[src/rtl/viterbi_ref_hist.sv]
// Reference-bit history: newest bit at index 0, fill count tells which taps hold real data.
module viterbi_ref_hist #(
   parameter int MAX_LAT = 64,
   parameter int LW      = $clog2(MAX_LAT)
) (
   input  logic          clk,
   input  logic          rst,
   input  logic          shift_en,
   input  logic          bit_in,
   input  logic [LW-1:0] rd_idx,
   output logic          rd_bit,
   output logic          rd_ok
);
   localparam int FW = $clog2(MAX_LAT + 1);

   logic [MAX_LAT-1:0] hist_r;
   logic [FW-1:0]      fill_r;

   // Shift in each valid reference bit and count fill up to the history depth.
   always_ff @(posedge clk) begin
      if (rst) begin
         hist_r <= '0;
         fill_r <= '0;
      end else if (shift_en) begin
         hist_r <= {hist_r[MAX_LAT-2:0], bit_in};
         if (fill_r != FW'(MAX_LAT)) begin
            fill_r <= fill_r + 1'b1;
         end
      end
   end

   // Read taps come from pre-shift state so latency 0 is the previous ref bit.
   assign rd_bit = hist_r[rd_idx];
   assign rd_ok  = (fill_r > FW'(rd_idx));

endmodule

[config.mk]
export PLATFORM = sky130hd
export DESIGN_NAME = viterbi_ref_hist
export DESIGN_NICKNAME = d
export VERILOG_FILES = /design/src/rtl/viterbi_ref_hist.sv
export SDC_FILE = /design/constraint.sdc
export NUM_CORES = 1
export LEC_CHECK = 0
export ABC_AREA = 1
export BUFFER_PORTS_ARGS = -buffer_cell sky130_fd_sc_hd__buf_2
export CAP_MARGIN = 20
export CORE_ASPECT_RATIO = 0.75
export CORE_MARGIN = 2
export CORE_UTILIZATION = 40
export CTS_BUF_LIST = sky130_fd_sc_hd__clkbuf_16
export CTS_CLUSTER_DIAMETER = 50
export CTS_CLUSTER_SIZE = 30
export DETAILED_ROUTE_END_ITERATION = 12
export GPL_ROUTABILITY_DRIVEN = 1
export GPL_TIMING_DRIVEN = 0
export PLACE_DENSITY = 0.52
export SETUP_SLACK_MARGIN = 0.02
export SYNTH_ARGS = -nofsm -noshare
export SYNTH_HDL_FRONTEND = slang
export SYNTH_SLANG_ARGS = --single-unit
[constraint.sdc]
create_clock -name clk -period 2.5 [get_ports clk]
set_input_delay 0.625 -clock clk [delete_from_list [all_inputs] [get_ports clk]]
set_output_delay 0.625 -clock clk [all_outputs]
set_load 0.02 [all_outputs]
Word-level counts from Yosys, hierarchy flattened

Cells that the tools add are included.

Flip-flop bits (word level): 71
Input port bits: 10
Word-level logic and storage cells: 9

Add/subtract/negate cells: 1
Order comparisons: 2
Equal/unequal tests: 1
Multiplexer cells: 2
Reduce and logical (&&, ||, !) cells: 1

Operators with widths:

| operator            | number |
|---|---|
| $add 7x1->7 const B | 1 |
| $gt 7x6->1          | 1 |
| $lt 6x7->1 const B  | 1 |
| $ne 7x7->1 const B  | 1 |
| $bmux 1 s6          | 1 |
| $reduce_and 2->1    | 1 |
| $mux 1              | 1 |

Depth between registers and ports, before layout

Gate-level depths: netlist of the first run.

Depth after elaboration: 2
Mapped depth: 11

Worst setup path before layout of the first run

Ideal clock, no wire load.

Path type: input port to output port
From: input port rd_idx[2]
To: output port rd_ok
Arrival time: 1.853 ns
Data required time: 1.875 ns
Slack: 0.022 ns
Stages: 9
Cells stage by stage: buf_4 clkinv_1 ha_1 nand2_1 o21ai_0 a21oi_1 o21ai_0 nand2_1 nand2_1

Longest elaborated chain between the ends: 1

RTL lines:

| element            | RTL line | text |
|---|---|---|
| start: declaration | 10       | `input logic [LW-1:0] rd_idx,` |
| $gt 7x6->1         | 34       | `assign rd_ok = (fill_r > FW'(rd_idx));` |
| end: declaration   | 12       | `output logic rd_ok` |

Every way passes these cells.

Worst setup path after layout of the first run

From: input port rd_idx[0]
To: output port rd_bit

Longest elaborated chain between the ends: 2

RTL lines:

| element                      | RTL line | text |
|---|---|---|
| $bmux 1 s6                   | 33       | `assign rd_bit = hist_r[rd_idx];` |
| $mux 1 (implied by the code) | 33       |  |
| end: declaration             | 11       | `output logic rd_bit,` |

Every way passes these cells. The select of a mux whose other input is x is not followed.

==> results.toml, run 1 <==
[status]
status = "finished, final reports clean"

[timing]
fmax_mhz = 413
drv_slew = 0
finalSetupViolCount = 0
min_period_over_period_pct = 96.8
skew_ps = 2.71
relSlewSlack_pct = 71.9
min_period_ps = 2420
rsz0062_at_grt = "true"
tightest_slew_ps = 422
hold_viol_final = 0

[global_routing]
antenna_found_initial = 0
grt_pass1_wl_microns = 14800
grt_usage_pct = 21.0
grt_pass1_vias = 2892
grt.overflow.total = 0
grt_max_degree = 12

[layout]
utilization_pct = 52.2
area_growth_syn_to_layout_pct = 24.4
antennaDiodeCount = 0
area.sequential_sq_mm = 0.00142
fillers = 801
drive_gt1_share_pct = 16.4
nNetsFinal = 543
multi_input_area_sq_mm = 0.00183

[route]
wl_per_cell_microns = 14.3
drt_iter0_drc = 208
drc = 0
ant_nets = 0
drt-total-wl_microns = 9100
routed_via_density = 5.04
vias = 3203
dr.pass1.iters = 4

[floorplan]
placementRows = 28
initial_core_util_pct = 41.9
core_area_sq_mm = 0.00802
fp.dieH_microns = 83.4
dieArea_sq_mm = 0.00917
io_pins = 12
die_w_microns = 110

[critical_path]
critPathKind = "in2out"
critical_path_arrival_ps = 1800
reg2reg_slack_ps = 1060
reg2regPathDepth = 9
startpoint_type = "input port"
crit_path_end = "rd_bit"
crit_fanout = 8
rr_startpoint = "fill_r[1]"
slowest_stage = "clkbuf_16"
rr_endpoint = "fill_r[5]"
cpPeakStageDelay_ps = 170
crit_path_frequent_cell = "nand3_2"
crit_start = "rd_idx[0]"
cp_cell_sequence = "buf_6 > buf_8 > clkinv_8 > clkbuf_16 > nand2_1 > nand3_2 > nand3_2 > nand2_2 > nand2_2 > nand3_2 > nand3_2 > nand2_2 > buf_6"
end_kind = "output port"
worstPathRequired_ps = 1880

[yosys]
synth_cell_types = 23
ys_warn_count = 0
syn_avg_cell_area_sq_um = 6.77
ys_seq_elements = 71
yosysSeqAreaShare_pct = 42.2
syn_area_sq_mm = 0.00336
synth_fp_nets = 515
postSynthCellCount = 497

[pwr]
p_leak_nw = 1.83
ir_drop_v = 0.000373
p_per_area_mw_per_mm2 = 684
power.total_mw = 2.86

[placement]
port-buffer-count = 8
dp_hpwl_microns = 5810
gp_congestion = 0.777

[run]
max_cap_viol_count = 0

[clock_network]
clockBufferDepth = 2
cts-root-buf = "clkbuf_16"
clock_latency_ps = 340
cts_tree = "done"
cts_sinks = 71
cts.clk_slew.worst_paths_ps = 50
h-tree-depth = 3
cts_made_buffers = 9

[worst_hold_path]
hold_class = "in2reg"
[layer usage]
layer  global-route usage [%]  wire length [microns]
met3                     5.49                    330
met2                     29.2                   3900
met5                        0                      0
met1                     31.3                   4770
met4                     5.87                    102
[kinds of logic (layout without fill, tap and decap cells)]
group | count (synthesis) | count (layout) | synth area share, %
fa+ha+maj | 8 | 8 | 2.98
simple gates | 292 | 292 | 35.2
flops | 71 | 71 | 42.2
buf+inv | 47 | 80 | 7.59
compound gates | 77 | 77 | 11.5
xor+xnor | 2 | 2 | 0.521
[power breakdown]
group | switching [mW] | leakage [nW] | total [mW] | internal, mW
Combinational | 0.223 | 1.09 | 0.379 | 0.156
Sequential | 0.0524 | 0.586 | 1.25 | 1.20
Clock | 0.476 | 0.149 | 1.23 | 0.755
[worst min-delay path by stage]
| stage | slack (ps) | depth (start not counted) | start | end |
|---|---|---|---|---|
| after CTS | 490 | 2 | rst | fill_r[4] |
| after global routing | 490 | 2 | rst | fill_r[6] |
| after floorplan | 460 | 2 | hist_r[63] | hist_r[63] |
| after global placement | 480 | 2 | hist_r[63] | hist_r[63] |
| final | 500 | 2 | rst | fill_r[4] |
| after detailed placement | 480 | 2 | hist_r[63] | hist_r[63] |
[synthesized netlist by cell type]
master    count  area (sq um)
nor2_1      132           495
nand2_1      95           357
dfxtp_1      71          1420
o21ai_0      70           350
nand3_1      58           290
clkbuf_1     11          41.3
inv_1        11          41.3
buf_2         9          45.0
ha_1          8           100
a21oi_1       7          35.0
buf_6         6          67.6
buf_4         4          30.0
and3_1        2          12.5
inv_2         2          7.51
nor3_1        2          10.0
xor2_1        2          17.5
buf_1         1          3.75
clkinv_1      1          3.75
inv_4         1          6.26
inv_6         1          8.76
nand2_2       1          6.26
nor2_2        1          6.26
nor3b_1       1          7.51
[layout make-up]
cell class / instances / area share, %
Multi-Input combinational cell: 379 / 43.8
Sequential cell: 71 / 34.0
Buffer: 31 / 5.95
Clock buffer: 9 / 5.38
Timing Repair Buffer: 17 / 4.27
Tap cell: 105 / 3.14
Inverter: 16 / 2.21
Clock inverter: 7 / 1.34
[what timing repair did]
action                                  CTS  global route
gates resized for setup                  18            44
hold buffers                              0             0
gates cloned                              0             3
endpoints found under the hold margin     0             0
pin swaps                                 0            21
setup buffers                             0             6
endpoints found under the setup margin    2             2
[registers in the layout, indices dropped and copies added (netlist names)]
signal  count
hist_r     64
fill_r      7
[cells in the final DEF, fill, tap and decap left out]
cell / synthesis / layout
ha_4: 0 / 2
o21ai_0: 70 / 68
buf_2: 9 / 14
dfxtp_1: 71 / 71
buf_12: 0 / 4
nor3b_1: 1 / 1
nor2_2: 1 / 1
inv_2: 2 / 2
clkinv_1: 1 / 1
buf_1: 1 / 1
nor2_1: 132 / 132
clkbuf_16: 0 / 12
and3_1: 2 / 2
buf_6: 6 / 6
buf_4: 4 / 6
inv_1: 11 / 13
a21oi_2: 0 / 1
clkbuf_1: 11 / 11
clkinv_2: 0 / 3
a21oi_1: 7 / 6
buf_8: 0 / 3
xor2_1: 2 / 2
nand2_2: 1 / 12
o21ai_1: 0 / 2
nand3_1: 58 / 42
clkinv_8: 0 / 2
ha_1: 8 / 6
bufinv_16: 0 / 1
nand2_1: 95 / 83
nor3_1: 2 / 2
inv_8: 0 / 1
nand3_2: 0 / 16
nand2_4: 0 / 1
[per-stage QoR]
step	setup slack [ps]	std cells	hold WS, ps	setup TNS, ps	instance area (sq um)
after floorplan	22.1	497	463	0	3360
after global placement	-465	610	482	-524	3540
after detailed placement	-469	610	483	-508	3540
after CTS	26.4	626	487	0	3870
after global routing	-22.6	635	494	-22.6	4190
final	78.8	635	500	0	4190
[worst max-delay path: cells and delay by family]
family,cells,cell delay (ps)
buffers and inverters,5,600
AND/OR/NAND/NOR,8,550
No activity file was read; power rests on OpenSTA's default activity.
==> inputs of run 2 (changes only) <==
- CORE_ASPECT_RATIO: 0.75 -> unset
- clock period: 2.5 -> 2.7 ns (I/O delays scaled with it)
==> results.toml, run 2 (synthesis results as in run 1) <==
[global_routing]
antenna_found_initial = 0
grt_pass1_vias = 2862
grt_max_degree = 13
grt.overflow.total = 0
grt_pass1_wl_microns = 14500
grt_usage_pct = 20.8

[layout]
regMostFlops = "hist_r"
area_growth_syn_to_layout_pct = 15.4
largest_reg_flops = 64
utilization_pct = 47.5
nNetsFinal = 534
layout_common_cells = "132 x nor2_1, 91 x nand2_1, 71 x dfxtp_1"
multi_input_area_sq_mm = 0.00170
antennaDiodeCount = 0
layout_commonest_cell = "nor2_1"
fillers = 885
drive_gt1_share_pct = 9.98
reg_top3 = "hist_r: 64 flops, fill_r: 7 flops"
area.sequential_sq_mm = 0.00142

[placement]
port-buffer-count = 8
gp_congestion = 0.805
dp_hpwl_microns = 5790
pre_cts_ws_ps = -355

[route]
routed_via_density = 5.02
drc = 0
drt-total-wl_microns = 8690
drt_iter0_drc = 142
vias = 3140
ant_nets = 0
wl_per_cell_microns = 13.9
dr.pass1.iters = 4

[clock_network]
cts_made_buffers = 9
postCtsSetupBuffers = 0
cts_sinks = 71
clockBufferDepth = 2
hold_buffers = 0
clock_latency_ps = 330
cts-root-buf = "clkbuf_16"
cts.clk_slew.worst_paths_ps = 50
h-tree-depth = 3
cts_tree = "done"

[floorplan]
core_area_sq_mm = 0.00818
dieArea_sq_mm = 0.00916
die_w_microns = 95.7
placementRows = 33
fp.dieH_microns = 95.7
io_pins = 12
initial_core_util_pct = 41.2

[timing]
skew_ps = 4.29
setup_ws_ps = 106
tightest_slew_ps = 453
finalSetupViolCount = 0
min_period_ps = 2590
rsz0062_at_grt = "false"
drv_slew = 0
min_period_over_period_pct = 96.1
fmax_mhz = 386
hold_viol_final = 0
relSlewSlack_pct = 69.8

[critical_path]
worstPathRequired_ps = 2030
end_kind = "output port"
reg2regPathDepth = 9
reg2reg_slack_ps = 1320
crit_fanout = 10
critical_path_arrival_ps = 1920
rr_endpoint = "fill_r[5]"
critPathKind = "in2out"
rr_startpoint = "fill_r[0]"
startpoint_type = "input port"

[status]
status = "finished, final reports clean"

[worst_hold_path]
hold-path-endpoint = "hist_r[9]"
hold_class = "reg2reg"
worstHoldPathCells = 2
min_from = "hist_r[8]"

[pwr]
ir_drop_v = 0.000358
power.total_mw = 2.62
p_per_area_mw_per_mm2 = 675
p_leak_nw = 1.67

[run]
max_cap_viol_count = 0
[run 2: worst max path at each step]
stage | from | endpoint | slack [ps] | cells past startpoint
global route | rd_idx[0] | rd_bit | 20 | 13
detailed placement | rd_idx[2] | rd_ok | -360 | 10
floorplan | rd_idx[2] | rd_ok | 120 | 9
CTS | rd_idx[1] | rd_ok | 30 | 11
global placement | rd_idx[2] | rd_ok | -360 | 10
finish | rd_idx[1] | rd_ok | 110 | 11
[run 2: critical path, cell delays in order]
cell	delay (ps)
buf_8	120
inv_6	60
buf_8	150
ha_1	270
nand2_1	60
o21ai_1	140
a21oi_1	80
o21ai_1	120
nand2_1	60
nand2_1	50
buf_4	130
[run 2: layout make-up]
type	count	share of cell area, %
Clock inverter	7	1.64
Inverter	16	2.13
Tap cell	105	3.38
Timing Repair Buffer	8	1.16
Buffer	31	5.41
Sequential cell	71	36.6
Multi-Input combinational cell	379	43.9
Clock buffer	9	5.80
[run 2: repair_timing]
action	in CTS	in global routing
resized for setup	6	13
pin swaps	0	1
cloned	0	0
endpoints found under the setup margin	1	2
[run 2: per-layer routing]
metal  track usage, %  vias to the layer above  wire, microns
li1                 -                     1647              -
met1             29.2                     1433           4400
met2             31.9                       51           3780
met3             3.52                        9            369
met4             7.62                        0            143
met5                0                        -              0
[run 2: power breakdown]
part | leakage (nW) | total (mW) | switching (mW) | internal [mW]
logic | 0.956 | 0.299 | 0.188 | 0.112
registers | 0.586 | 1.16 | 0.0461 | 1.11
clock network | 0.130 | 1.17 | 0.460 | 0.705
total | 1.67 | 2.62 | 0.694 | 1.93
[run 2: through the flow]
step	instance area [sq um]	setup TNS [ps]	instances	hold slack, ps
2_1_floorplan	3360	0	497	463
3_3_place_gp	3540	-358	610	480
3_5_place_dp	3540	-355	610	491
4_1_cts	3840	0	626	499
5_1_grt	3880	0	626	516
6_report	3880	0	626	497
==> inputs of run 3 (changes only) <==
- CORE_ASPECT_RATIO: unset -> 1.75
==> results.toml, run 3 (synthesis results as in run 1) <==
[layout]
layout_commonest_cell = "nor2_1"
area.sequential_sq_mm = 0.00142
layout_common_cells = "132 x nor2_1, 95 x nand2_1, 71 x dfxtp_1"
antennaDiodeCount = 0
utilization_pct = 48.0
multi_input_area_sq_mm = 0.00169
final_cell_count_no_fill = 616
fillers = 862
drive_gt1_share_pct = 10.1
largest_reg_flops = 64
regMostFlops = "hist_r"
area_growth_syn_to_layout_pct = 17.8
nNetsFinal = 539
stdcell_area_sq_mm = 0.00396
reg_top3 = "hist_r: 64 flops, fill_r: 7 flops"

[placement]
placed_area_sq_mm = 0.00352
dp_hpwl_microns = 6020
port-buffer-count = 8
placed_cells = 597
gp_congestion = 0.795
pre_cts_ws_ps = -378

[clock_network]
h-tree-depth = 3
cts_made_buffers = 9
clockBufferDepth = 2
clock_latency_ps = 340
cts-root-buf = "clkbuf_16"
cts_tree = "done"
cts.clk_slew.worst_paths_ps = 50
cts_sinks = 71

[timing]
whs_ps = 501
fin_setup_tns_ps = 0
relSlewSlack_pct = 64.2
rsz0062_at_grt = "false"
min_period_over_period_pct = 96.7
fmax_mhz = 383
min_period_ps = 2610
finalSetupViolCount = 0
skew_ps = 6.09
tightest_slew_ps = 538
drv_slew = 0
setup_ws_ps = 88.2
hold_viol_final = 0

[floorplan]
fp.dieH_microns = 125
initial_core_util_pct = 40.7
placementRows = 44
core_area_sq_mm = 0.00826
die_w_microns = 73.3
dieArea_sq_mm = 0.00919
io_pins = 12

[critical_path]
crit_fanout = 8
worstPathRequired_ps = 2030
critPathKind = "in2out"
end_kind = "output port"
startpoint_type = "input port"
slowest_stage = "clkbuf_16"
cp_cell_sequence = "buf_2 > buf_8 > clkinv_8 > clkbuf_16 > nand2_1 > nand3_1 > nand3_1 > nand2_1 > nand2_1 > nand3_1 > nand3_1 > nand2_1 > buf_6"
crit_start = "rd_idx[0]"
cpPeakStageDelay_ps = 170
critical_path_arrival_ps = 1940
rr_startpoint = "fill_r[0]"

[route]
ant_nets = 0
dr.pass1.iters = 4
vias = 3223
routed_via_density = 5.23
drt_iter0_drc = 176
drt-total-wl_microns = 9160
drc = 0
wl_per_cell_microns = 14.9

[global_routing]
antenna_found_initial = 0
grt_usage_pct = 21.2
grt_max_degree = 12
grt_pass1_vias = 3150
grt.overflow.total = 0
grt_pass1_wl_microns = 15200

[worst_hold_path]
hold_class = "reg2reg"
min_from = "hist_r[24]"

[pwr]
p_leak_nw = 1.73
ir_drop_v = 0.000353
power.total_mw = 2.61
p_per_area_mw_per_mm2 = 660

[status]
status = "finished, final reports clean"

[run]
max_cap_viol_count = 0
run 3: critical path, delay by kind of cell:
family        cells  cell delay (ps)
buf+inv           5              650
simple gates      8              590
run 3: area by class of cell:
type | instances | share of cell area [%]
tap | 92 | 2.90
buffer | 31 | 5.68
multi-input combinational | 379 | 42.7
clock buffer | 9 | 5.68
clock inverter | 5 | 1.29
timing repair buffer | 13 | 3.60
inverter | 16 | 2.27
sequential | 71 | 35.9
run 3: power breakdown:
part / total (mW) / switching, mW / internal (mW)
clock network: 1.14 / 0.440 / 0.697
logic: 0.319 / 0.193 / 0.126
registers: 1.16 / 0.0467 / 1.11
run 3: final timing paths:
path | endpoint | slack [ps] | depth (start not counted)
hold / removal | hist_r[25] | 500 | 2
setup reg to reg | fill_r[5] | 1280 | 9
setup / recovery | rd_bit | 90 | 13
hold reg to reg | hist_r[25] | 500 | 2
run 3: metal layers:
metal,wire [microns],track usage (%),up-vias,share of wire (%)
li1,-,-,1654,-
met1,4110,26.1,1505,45
met2,4570,35.0,46,50
met3,258,3.71,18,2.8
met4,221,9.84,0,2.4
met5,0,0,-,0
run 3: timing repair:
action | CTS | global route
pin swaps | 0 | 8
buffers inserted | 0 | 2
hold buffers | 0 | 0
resized for setup | 7 | 16
cloned | 0 | 3
endpoints found under the setup margin | 1 | 2
